[config.mk]
export PLATFORM = sky130hd
export DESIGN_NAME = multicycle_control_fsm
export DESIGN_NICKNAME = d
export VERILOG_FILES = /design/src/rtl/multicycle_control_fsm_pkg.sv /design/src/rtl/multicycle_control_fsm_imm_src_decoder.sv /design/src/rtl/multicycle_control_fsm.sv
export SDC_FILE = /design/constraint.sdc
export NUM_CORES = 1
export LEC_CHECK = 0
export BUFFER_PORTS_ARGS = -buffer_cell sky130_fd_sc_hd__buf_2
export CORE_ASPECT_RATIO = 1.4
export CORE_UTILIZATION = 30
export DETAILED_ROUTE_END_ITERATION = 16
export GPL_ROUTABILITY_DRIVEN = 0
export PLACE_DENSITY_LB_ADDON = 0.25
export SLEW_MARGIN = 20
export SYNTH_ARGS = -nofsm -noshare
export SYNTH_HDL_FRONTEND = slang
export SYNTH_SLANG_ARGS = --single-unit
[constraint.sdc]
create_clock -name clk -period 1.78 [get_ports clk]
set_input_delay 0.356 -clock clk [delete_from_list [all_inputs] [get_ports clk]]
set_output_delay 0.356 -clock clk [all_outputs]
set_load 0.05 [all_outputs]
[src/rtl/multicycle_control_fsm_pkg.sv]
// multicycle_pkg: state, opcode and mux-select encodings for the multicycle RV32I control path
package multicycle_pkg;

    typedef enum logic [3:0] {
        FETCH    = 4'd0,
        DECODE   = 4'd1,
        MEMADR   = 4'd2,
        MEMREAD  = 4'd3,
        MEMWB    = 4'd4,
        MEMWRITE = 4'd5,
        EXECR    = 4'd6,
        EXECI    = 4'd7,
        ALUWB    = 4'd8,
        JAL      = 4'd9,
        BEQ      = 4'd10
    } state_t;

    localparam logic [6:0] OP_LW  = 7'b0000011;
    localparam logic [6:0] OP_SW  = 7'b0100011;
    localparam logic [6:0] OP_R   = 7'b0110011;
    localparam logic [6:0] OP_I   = 7'b0010011;
    localparam logic [6:0] OP_JAL = 7'b1101111;
    localparam logic [6:0] OP_BEQ = 7'b1100011;

    localparam logic [1:0] RES_ALUOUT    = 2'b00;
    localparam logic [1:0] RES_DATA      = 2'b01;
    localparam logic [1:0] RES_ALURESULT = 2'b10;

    localparam logic [1:0] SRCA_PC    = 2'b00;
    localparam logic [1:0] SRCA_OLDPC = 2'b01;
    localparam logic [1:0] SRCA_RD1   = 2'b10;

    localparam logic [1:0] SRCB_RD2  = 2'b00;
    localparam logic [1:0] SRCB_IMM  = 2'b01;
    localparam logic [1:0] SRCB_FOUR = 2'b10;

    localparam logic [1:0] ALUOP_ADD   = 2'b00;
    localparam logic [1:0] ALUOP_SUB   = 2'b01;
    localparam logic [1:0] ALUOP_FUNCT = 2'b10;

    localparam logic [1:0] IMM_I = 2'b00;
    localparam logic [1:0] IMM_S = 2'b01;
    localparam logic [1:0] IMM_B = 2'b10;
    localparam logic [1:0] IMM_J = 2'b11;

endpackage

[src/rtl/multicycle_control_fsm_imm_src_decoder.sv]
// imm_src_decoder: opcode to immediate-format select, shared with the datapath
module imm_src_decoder
    import multicycle_pkg::*;
(
    input  logic [6:0] op,
    output logic [1:0] imm_src
);

    always_comb
        imm_src = (op == OP_SW)  ? IMM_S :
                  (op == OP_BEQ) ? IMM_B :
                  (op == OP_JAL) ? IMM_J : IMM_I;

endmodule

[src/rtl/multicycle_control_fsm.sv]
// multicycle_control_fsm: per-instruction sequencer for the multicycle RV32I datapath
module multicycle_control_fsm
    import multicycle_pkg::*;
#(
    parameter bit MEM_HANDSHAKE = 1'b1,
    parameter int STATE_W       = 4
) (
    input  logic               clk,
    input  logic               rst_n,
    input  logic [6:0]         op,
    input  logic               zero,
    input  logic               mem_ready,
    output logic               pc_write,
    output logic               adr_src,
    output logic               mem_write,
    output logic               mem_req,
    output logic               ir_write,
    output logic [1:0]         result_src,
    output logic [1:0]         alu_src_a,
    output logic [1:0]         alu_src_b,
    output logic [1:0]         imm_src,
    output logic [1:0]         alu_op,
    output logic               reg_write,
    output logic               instr_done,
    output logic               illegal_op,
    output logic [STATE_W-1:0] dbg_state
);

    state_t     state, state_next;
    logic       ready;
    logic [1:0] imm_dec;

    assign ready     = MEM_HANDSHAKE ? mem_ready : 1'b1;
    assign imm_src   = rst_n ? imm_dec : 2'b00;
    assign dbg_state = STATE_W'(state);

    imm_src_decoder u_imm (.op(op), .imm_src(imm_dec));

    always_ff @(posedge clk or negedge rst_n)
        if (!rst_n) state <= FETCH;
        else        state <= state_next;

    // Everything is gated by rst_n so a reset mid-instruction drops all enables at once
    always_comb begin
        state_next = FETCH;
        pc_write   = 1'b0;
        adr_src    = 1'b0;
        mem_write  = 1'b0;
        mem_req    = 1'b0;
        ir_write   = 1'b0;
        reg_write  = 1'b0;
        instr_done = 1'b0;
        illegal_op = 1'b0;
        result_src = RES_ALUOUT;
        alu_src_a  = SRCA_PC;
        alu_src_b  = SRCB_RD2;
        alu_op     = ALUOP_ADD;
        if (rst_n)
            case (state)
                FETCH: begin
                    mem_req    = 1'b1;
                    alu_src_b  = SRCB_FOUR;
                    result_src = RES_ALURESULT;
                    ir_write   = ready;
                    pc_write   = ready;
                    state_next = ready ? DECODE : FETCH;
                end
                DECODE: begin
                    alu_src_a = SRCA_OLDPC;
                    alu_src_b = SRCB_IMM;
                    case (op)
                        OP_LW, OP_SW: state_next = MEMADR;
                        OP_R:         state_next = EXECR;
                        OP_I:         state_next = EXECI;
                        OP_JAL:       state_next = JAL;
                        OP_BEQ:       state_next = BEQ;
                        default:      illegal_op = 1'b1;
                    endcase
                end
                MEMADR: begin
                    alu_src_a  = SRCA_RD1;
                    alu_src_b  = SRCB_IMM;
                    state_next = (op == OP_LW) ? MEMREAD : (op == OP_SW) ? MEMWRITE : FETCH;
                end
                MEMREAD: begin
                    mem_req    = 1'b1;
                    adr_src    = 1'b1;
                    state_next = ready ? MEMWB : MEMREAD;
                end
                MEMWB: begin
                    result_src = RES_DATA;
                    reg_write  = 1'b1;
                    instr_done = 1'b1;
                end
                MEMWRITE: begin
                    mem_req    = 1'b1;
                    adr_src    = 1'b1;
                    mem_write  = 1'b1;
                    instr_done = ready;
                    state_next = ready ? FETCH : MEMWRITE;
                end
                EXECR: begin
                    alu_src_a  = SRCA_RD1;
                    alu_op     = ALUOP_FUNCT;
                    state_next = ALUWB;
                end
                EXECI: begin
                    alu_src_a  = SRCA_RD1;
                    alu_src_b  = SRCB_IMM;
                    alu_op     = ALUOP_FUNCT;
                    state_next = ALUWB;
                end
                ALUWB: begin
                    reg_write  = 1'b1;
                    instr_done = 1'b1;
                end
                JAL: begin
                    alu_src_a  = SRCA_OLDPC;
                    alu_src_b  = SRCB_FOUR;
                    pc_write   = 1'b1;
                    state_next = ALUWB;
                end
                BEQ: begin
                    alu_src_a  = SRCA_RD1;
                    alu_op     = ALUOP_SUB;
                    pc_write   = zero;
                    instr_done = 1'b1;
                end
                default: state_next = FETCH;
            endcase
    end

endmodule

==> results.py, run 1 <==
metrics = {
    "run_status": {
        "status": "complete, but fails checks",
        "failed_checks": "negative setup slack",
    },
    "pwr": {
        "power.share.sequential_pct": 25.1,
        "p_sw_w": 0.0001486,
        "max-vdd-ir-drop_mv": 0.3398,
        "power_report.internal_total_w": 0.0002496,
        "leakage_nw": 0.5763,
        "netSwitchingFraction_pct": 37.32,
        "power-per-cell-area_mw_per_mm2": 313.9,
        "clock_power_share_pct": 27.2,
        "combPwrFrac_pct": 47.7,
    },
    "logic_synthesis": {
        "synth_seq_area_share_pct": 15.72,
        "synth.avg_cell_area_um2": 7.156,
        "synth_area_um2": 636.9,
        "synthDominantAreaCellType": "dfrtp_1",
        "synth_top_area_share_pct": 15.72,
        "post_synth_num_cell_types": 41,
        "yosys_register_bits": 4,
        "postSynth.asyncResetShare_pct": 100.0,
        "ys.flop_type": "dfrtp_1",
        "synth_edf_count": 0,
        "synthesis.instances": 89,
        "ys_top_cells_by_count": "10 x nand2_1, 10 x nor2_1, 6 x nand2b_1, 6 x nor3_1",
        "synth_fp_nets": 100,
        "yosys-top-cells-area": "dfrtp_1 16%, nand2_1 5.9%, nand2b_1 5.9%",
        "yosys_warnings": 0,
    },
    "sta": {
        "timing.final.crit_period_ns": 1.855,
        "postLayoutSetupSlackWorst_ns": -0.07514,
        "rsz0062_at_grt": "true",
        "finalSetupViolCount": 8,
        "max_clock_freq_mhz": 539.0,
        "final_min_period_over_clock_period_pct": 104.2,
        "timing.final.max_slew_violations": 0,
        "hold_violations": 0,
        "worst_hold_slack_across_all_endpoints_ns": 0.2547,
        "max-slew-margin-rel_pct": 81.50,
        "worst_slew_pin_slew_ns": 0.2746,
        "worst_clock_skew_ns": 0.0009879,
    },
    "critical_path": {
        "critical_path.max_stage_delay_ns": 0.48,
        "worstSetupStartpointType": "flop",
        "timing.critical_path.buf_inv": 2,
        "cp-end-kind": "output pin",
        "worstPathArrival_ns": 1.50,
        "crit_required_ns": 1.42,
        "critical_path.cell_chain": "nand2b_4 > buf_6 > nor3b_4 > o21a_2 > buf_8",
        "crit_type": "flop to output pin",
        "critical_path.top_delay_family": "flip-flops",
        "worstPathMaxFanout": 8,
        "slowest_stage": "dfrtp_2",
    },
    "global_route": {
        "number_of_global_route_vias_before_repair": 781,
        "grt_max_degree": 11,
        "total_overflow_reported_by_the_global_router": 0,
        "gr-usage-all-layers_pct": 19.61,
        "grt_first_pass_wirelength_um": 3229,
        "grt_antenna_before_repair": 0,
    },
    "routing": {
        "dr.first_iter.drc_count": 9,
        "drc": 0,
        "vias": 853,
        "detailedRoute.firstPassIterationCount": 3,
        "ant_nets": 0,
        "wire_length_per_cell_after_detailed_routing_um": 12.67,
        "routed_wl_um": 2065,
        "route.detailed.vias_per_inst": 5.233,
    },
    "clock_tree": {
        "ctsLongestPathBuffers": 2,
        "cts_clock_pin_slew_for_the_worst_setup_and_hold_paths_ns": 0.04,
        "worstSkewPairLatency_ns": 0.23,
        "tritoncts": "built",
        "cts_root_buf": "clkbuf_4",
        "cts_sinks": 4,
        "cts_inserted_buffers": 3,
        "cts_htree_levels": 1,
    },
    "die": {
        "start_util_pct": 32.28,
        "die_w_um": 40.94,
        "core.rowCount": 19,
        "core_region_area_mm2": 0.001973,
        "die_y_um": 56.52,
        "design.portCount": 33,
        "die-area_mm2": 0.002314,
    },
    "placement": {
        "post-place-ws_ns": 0.03775,
        "postPlaceCellArea_mm2": 0.001051,
        "dp_hpwl_um": 1556,
        "placedCellCount": 154,
        "numPortBuffers": 32,
    },
    "final_layout": {
        "multiInputGateArea_um2": 678.2,
        "area_growth_pct": 99.21,
        "final_core_utilization_pct": 64.30,
        "layout-drive-gt1-share_pct": 69.01,
        "final_area_mm2": 0.001269,
        "n_antenna_cell": 0,
        "sequential_cell_area_um2": 105.1,
        "fillCellCount": 190,
        "final-instance-count-excl-fill": 163,
        "largest_reg_flops": 4,
        "final_nets": 155,
    },
    "hold_path": {
        "hp-class": "input pin to async pin",
    },
    "job": {
        "max-cap-violations": 0,
    },
}
stage by stage:
step	setup TNS [ns]	total power (W)
CTS	-0.2940	0.0003979
floorplan	-1.134	0.0002132
global route	-0.8829	0.0004215
finish	-0.3735	0.0003982
global placement	0	0.0002627
detailed placement	0	0.0002656
cell type report:
cell class | instances | share of cell area (%)
multi-input cells | 78 | 53.45
repair buffers | 55 | 33.83
inverters | 2 | 0.5917
clock buffers | 3 | 1.775
flip-flops and latches | 4 | 8.284
well taps | 21 | 2.071
what timing repair did:
| item | CTS | global route |
|---|---|---|
| pin swaps | 6 | 5 |
| setup endpoints to repair | 14 | 16 |
| buffers inserted | 5 | 1 |
| cloned | 0 | 0 |
| resized for setup | 32 | 13 |
| hold buffers | 0 | 0 |
worst register-to-register path, cell delays in order (launching register included):
cell	delay, ns
dfrtp_2	0.53
buf_4	0.22
and2b_1	0.15
a22oi_1	0.08
or3_1	0.33
a41oi_2	0.19
per-layer routing:
| metal | vias up | wire [um] | global-route usage (%) |
|---|---|---|---|
| met5 | - | 0 | 0 |
| met4 | 0 | 16 | 8.571 |
| met3 | 2 | 67 | 0 |
| met2 | 26 | 1175 | 34.82 |
| met1 | 398 | 805 | 22.33 |
| li1 | 427 | - | - |
final timing paths:
path	cells after the start	start	slack (ns)	to
setup / recovery	5	dbg_state[1]$_DFF_PN0_	-0.08	instr_done
hold / removal	3	rst_n	0.25	dbg_state[0]$_DFF_PN0_
setup reg to reg	5	dbg_state[0]$_DFF_PN0_	0.20	dbg_state[0]$_DFF_PN0_
hold reg to reg	3	dbg_state[3]$_DFF_PN0_	0.74	dbg_state[2]$_DFF_PN0_
max in group asynchronous	3	rst_n	1.41	dbg_state[3]$_DFF_PN0_
min in group clk	3	op[0]	0.42	dbg_state[1]$_DFF_PN0_
cells by family (layout without fill, tap and decap cells):
family	count (synthesis)	count (layout)	share of synthesized area, %
muxes	2	2	3.340
AOI/OAI and AO/OA	17	17	20.04
and+or+nand+nor	57	57	52.46
xor gates and xnor gates	2	2	2.751
buffers and inverters	7	60	5.697
DFF	4	4	15.72
cells in the final DEF (no fill, tap or decap), drive strengths merged, types with 2 or more instances in the layout:
cell,instances
xor2,2
nand3,4
nand2,10
buf,53
inv,2
nor2,10
a21oi,3
clkbuf,5
nor4b,2
and3,2
dfrtp,4
or3,3
o21ai,2
and2b,2
a31oi,2
nor3b,3
nor3,7
nand2b,7
and2,2
nor2b,2
power by group through the flow:
stage	registers (W)	logic [W]	clock network, W
floorplan	0.000103	0.000110	0
detailed placement	0.0000998	0.000166	0
global route	0.000100	0.000202	0.000119
finish	0.0000998	0.000190	0.000108
global placement	0.0000995	0.000163	0
CTS	0.0000995	0.000184	0.000114
(Power assumes the default switching activity.)
==> run 2, diff against run 1 <==
SYNTH_HIERARCHICAL = 1   (was not set)
==> run 2 against run 1 <==
Net effect: the flow still finishes with violations (negative setup slack); area after synthesis grew 1.6%; sequential power is 2% lower; first-iteration DRC count rose to 3.0 times the previous value; fmax fell by 1.7%; clock skew is 0.0026 ns higher; non-clock buffer count up 4; critical endpoint is now mem_req; utilization up 2.7 points; largest cell class unchanged; via count increased by 11%; count of clock-buffer cells in the layout stayed put.
==> results.py, run 2 <==
metrics = {
    "sta": {
        "max-slew-margin-rel_pct": 77.81,
        "timing.final.crit_period_ns": 1.887,
        "worst_slew_pin_slew_ns": 0.3294,
        "hold_violations": 0,
        "final_min_period_over_clock_period_pct": 106.0,
        "timing.final.max_slew_violations": 0,
        "finalSetupViolCount": 9,
        "rsz0062_at_grt": "true",
        "post_route_setup_tns_ns": -0.6630,
        "max_clock_freq_mhz": 530.0,
        "postLayoutSetupSlackWorst_ns": -0.1070,
        "worst_clock_skew_ns": 0.003597,
    },
    "final_layout": {
        "final_nets": 166,
        "final_core_utilization_pct": 66.98,
        "n_antenna_cell": 0,
        "final_area_mm2": 0.001338,
        "commonest_cells_after_routing_fill_and_taps_aside": "30 x buf_4, 14 x buf_2, 11 x buf_6",
        "final_common_cell": "buf_4",
        "layout-drive-gt1-share_pct": 66.01,
        "largest_reg_flops": 4,
        "fillCellCount": 171,
        "final-instance-count-excl-fill": 174,
        "area_growth_pct": 106.8,
    },
    "clock_tree": {
        "tritoncts": "built",
        "ctsLongestPathBuffers": 2,
        "cts_clock_pin_slew_for_the_worst_setup_and_hold_paths_ns": 0.04,
        "cts_inserted_buffers": 3,
        "worstSkewPairLatency_ns": 0.23,
        "cts_htree_levels": 1,
        "cts_root_buf": "clkbuf_4",
        "cts_sinks": 4,
    },
    "logic_synthesis": {
        "synthesis.instances": 97,
        "synth_area_um2": 646.9,
        "synthMostInstantiatedCell": "a21oi_1",
        "ys_top_cells_by_count": "10 x a21oi_1, 9 x nand2_1, 9 x nor2_1",
        "synth_edf_count": 0,
        "yosys-top-cells-area": "dfrtp_1 15%, a21oi_1 7.7%, nor2b_1 6.8%",
        "synth_top_area_share_pct": 15.47,
        "synth.avg_cell_area_um2": 6.669,
        "yosys_register_bits": 4,
        "synth_fp_nets": 108,
        "postSynth.asyncResetShare_pct": 100.0,
        "synth_seq_area_share_pct": 15.47,
        "yosys_warnings": 6,
        "synthDominantAreaCellType": "dfrtp_1",
        "ys.flop_type": "dfrtp_1",
        "post_synth_num_cell_types": 35,
    },
    "routing": {
        "drc": 0,
        "routed_wl_um": 2414,
        "ant_nets": 0,
        "route.detailed.vias_per_inst": 5.420,
        "dr.first_iter.drc_count": 27,
        "vias": 943,
        "wire_length_per_cell_after_detailed_routing_um": 13.87,
        "detailedRoute.firstPassIterationCount": 4,
    },
    "global_route": {
        "grt_antenna_before_repair": 0,
        "total_overflow_reported_by_the_global_router": 0,
        "grt_first_pass_wirelength_um": 3877,
        "number_of_global_route_vias_before_repair": 901,
        "gr-usage-all-layers_pct": 22.78,
        "grt_max_degree": 14,
    },
    "critical_path": {
        "worstPathMaxFanout": 7,
        "cp-end-kind": "output pin",
        "worstRegToRegCells": 6,
        "crit_type": "flop to output pin",
        "crit_required_ns": 1.42,
        "worstSetupStartpointType": "flop",
        "worstPathArrival_ns": 1.53,
    },
    "hold_path": {
        "hp-class": "input pin to async pin",
    },
    "die": {
        "die_y_um": 56.94,
        "core.rowCount": 19,
        "start_util_pct": 32.39,
        "die_w_um": 41.25,
        "die-area_mm2": 0.002348,
        "design.portCount": 33,
        "core_region_area_mm2": 0.001997,
    },
    "pwr": {
        "leakage_nw": 0.5823,
        "power-per-cell-area_mw_per_mm2": 307.8,
        "max-vdd-ir-drop_mv": 0.2287,
    },
    "placement": {
        "post-place-ws_ns": 0.01022,
        "placedCellCount": 164,
        "numPortBuffers": 32,
        "dp_hpwl_um": 1816,
        "postPlaceCellArea_mm2": 0.001115,
    },
    "run_status": {
        "status": "complete, but fails checks",
        "failed_checks": "negative setup slack",
    },
    "job": {
        "max-cap-violations": 0,
    },
}
## run 2: worst paths after layout
kind                                               end              startpoint  slack, ns
worst max-delay path                           mem_req  dbg_state[1]$_DFF_PN0_      -0.11
worst max register to register  dbg_state[0]$_DFF_PN0_  dbg_state[1]$_DFF_PN0_       0.13
max in group asynchronous       dbg_state[3]$_DFF_PN0_                   rst_n       1.47
min in group clk                dbg_state[1]$_DFF_PN0_                   op[5]       0.48
worst min register to register  dbg_state[2]$_DFF_PN0_  dbg_state[2]$_DFF_PN0_       0.72
worst min-delay path            dbg_state[2]$_DFF_PN0_                   rst_n       0.15
## run 2: kinds of logic (layout without fill, tap and decap cells)
| logic type | Yosys count | after routing | share of synthesized area, % |
|---|---|---|---|
| simple gates | 62 | 62 | 56.09 |
| compound gates | 21 | 21 | 20.31 |
| buf+inv | 7 | 63 | 4.061 |
| xor+xnor | 3 | 3 | 4.063 |
| flops | 4 | 4 | 15.47 |
## run 2: worst max-delay path, stage by stage (launching register included)
cell and delay (ns):
dfrtp_2 0.46, nand2b_1 0.20, nor2b_4 0.15, nor3b_4 0.20, or2_4 0.14, buf_6 0.14
## run 2: layout make-up
type,instances,area (um2),area share [%]
well taps,21,26.28,1.964
clock buffers,3,22.52,1.684
inverters,1,3.754,0.2806
multi-input cells,86,715.7,53.51
repair buffers,59,464.2,34.71
flip-flops and latches,4,105.1,7.858
## run 2: where the power goes
group / leakage (nW) / total, W / internal, W / switching (W)
Clock: 0.0138 / 0.000111 / 0.0000753 / 0.0000357
Combinational: 0.520 / 0.000203 / 0.0000857 / 0.000117
Sequential: 0.0486 / 0.0000981 / 0.0000932 / 0.00000486
Total: 0.582 / 0.000412 / 0.000254 / 0.000158
## run 2: what timing repair did
| action | CTS | global route |
|---|---|---|
| hold buffers | 0 | 0 |
| pin swaps | 1 | 1 |
| endpoints found under the setup margin | 16 | 18 |
| gates resized for setup | 30 | 18 |
| buffers inserted | 3 | 4 |
## run 2: through the flow
stage / power (W) / hold WS [ns]
global placement: 0.0002742 / 0.3880
global route: 0.0004304 / 0.1715
CTS: 0.0004100 / 0.1526
finish: 0.0004117 / 0.1477
detailed placement: 0.0002776 / 0.3956
floorplan: 0.0002159 / 0.06041
## run 2: per-layer routing
metal / GRT usage, % / vias up / routed length, um
met3: 2.335 / 4 / 62
met5: 0 / - / 0
met2: 39.51 / 33 / 1397
li1: - / 468 / -
met1: 27.03 / 438 / 924
met4: 8.295 / 0 / 29
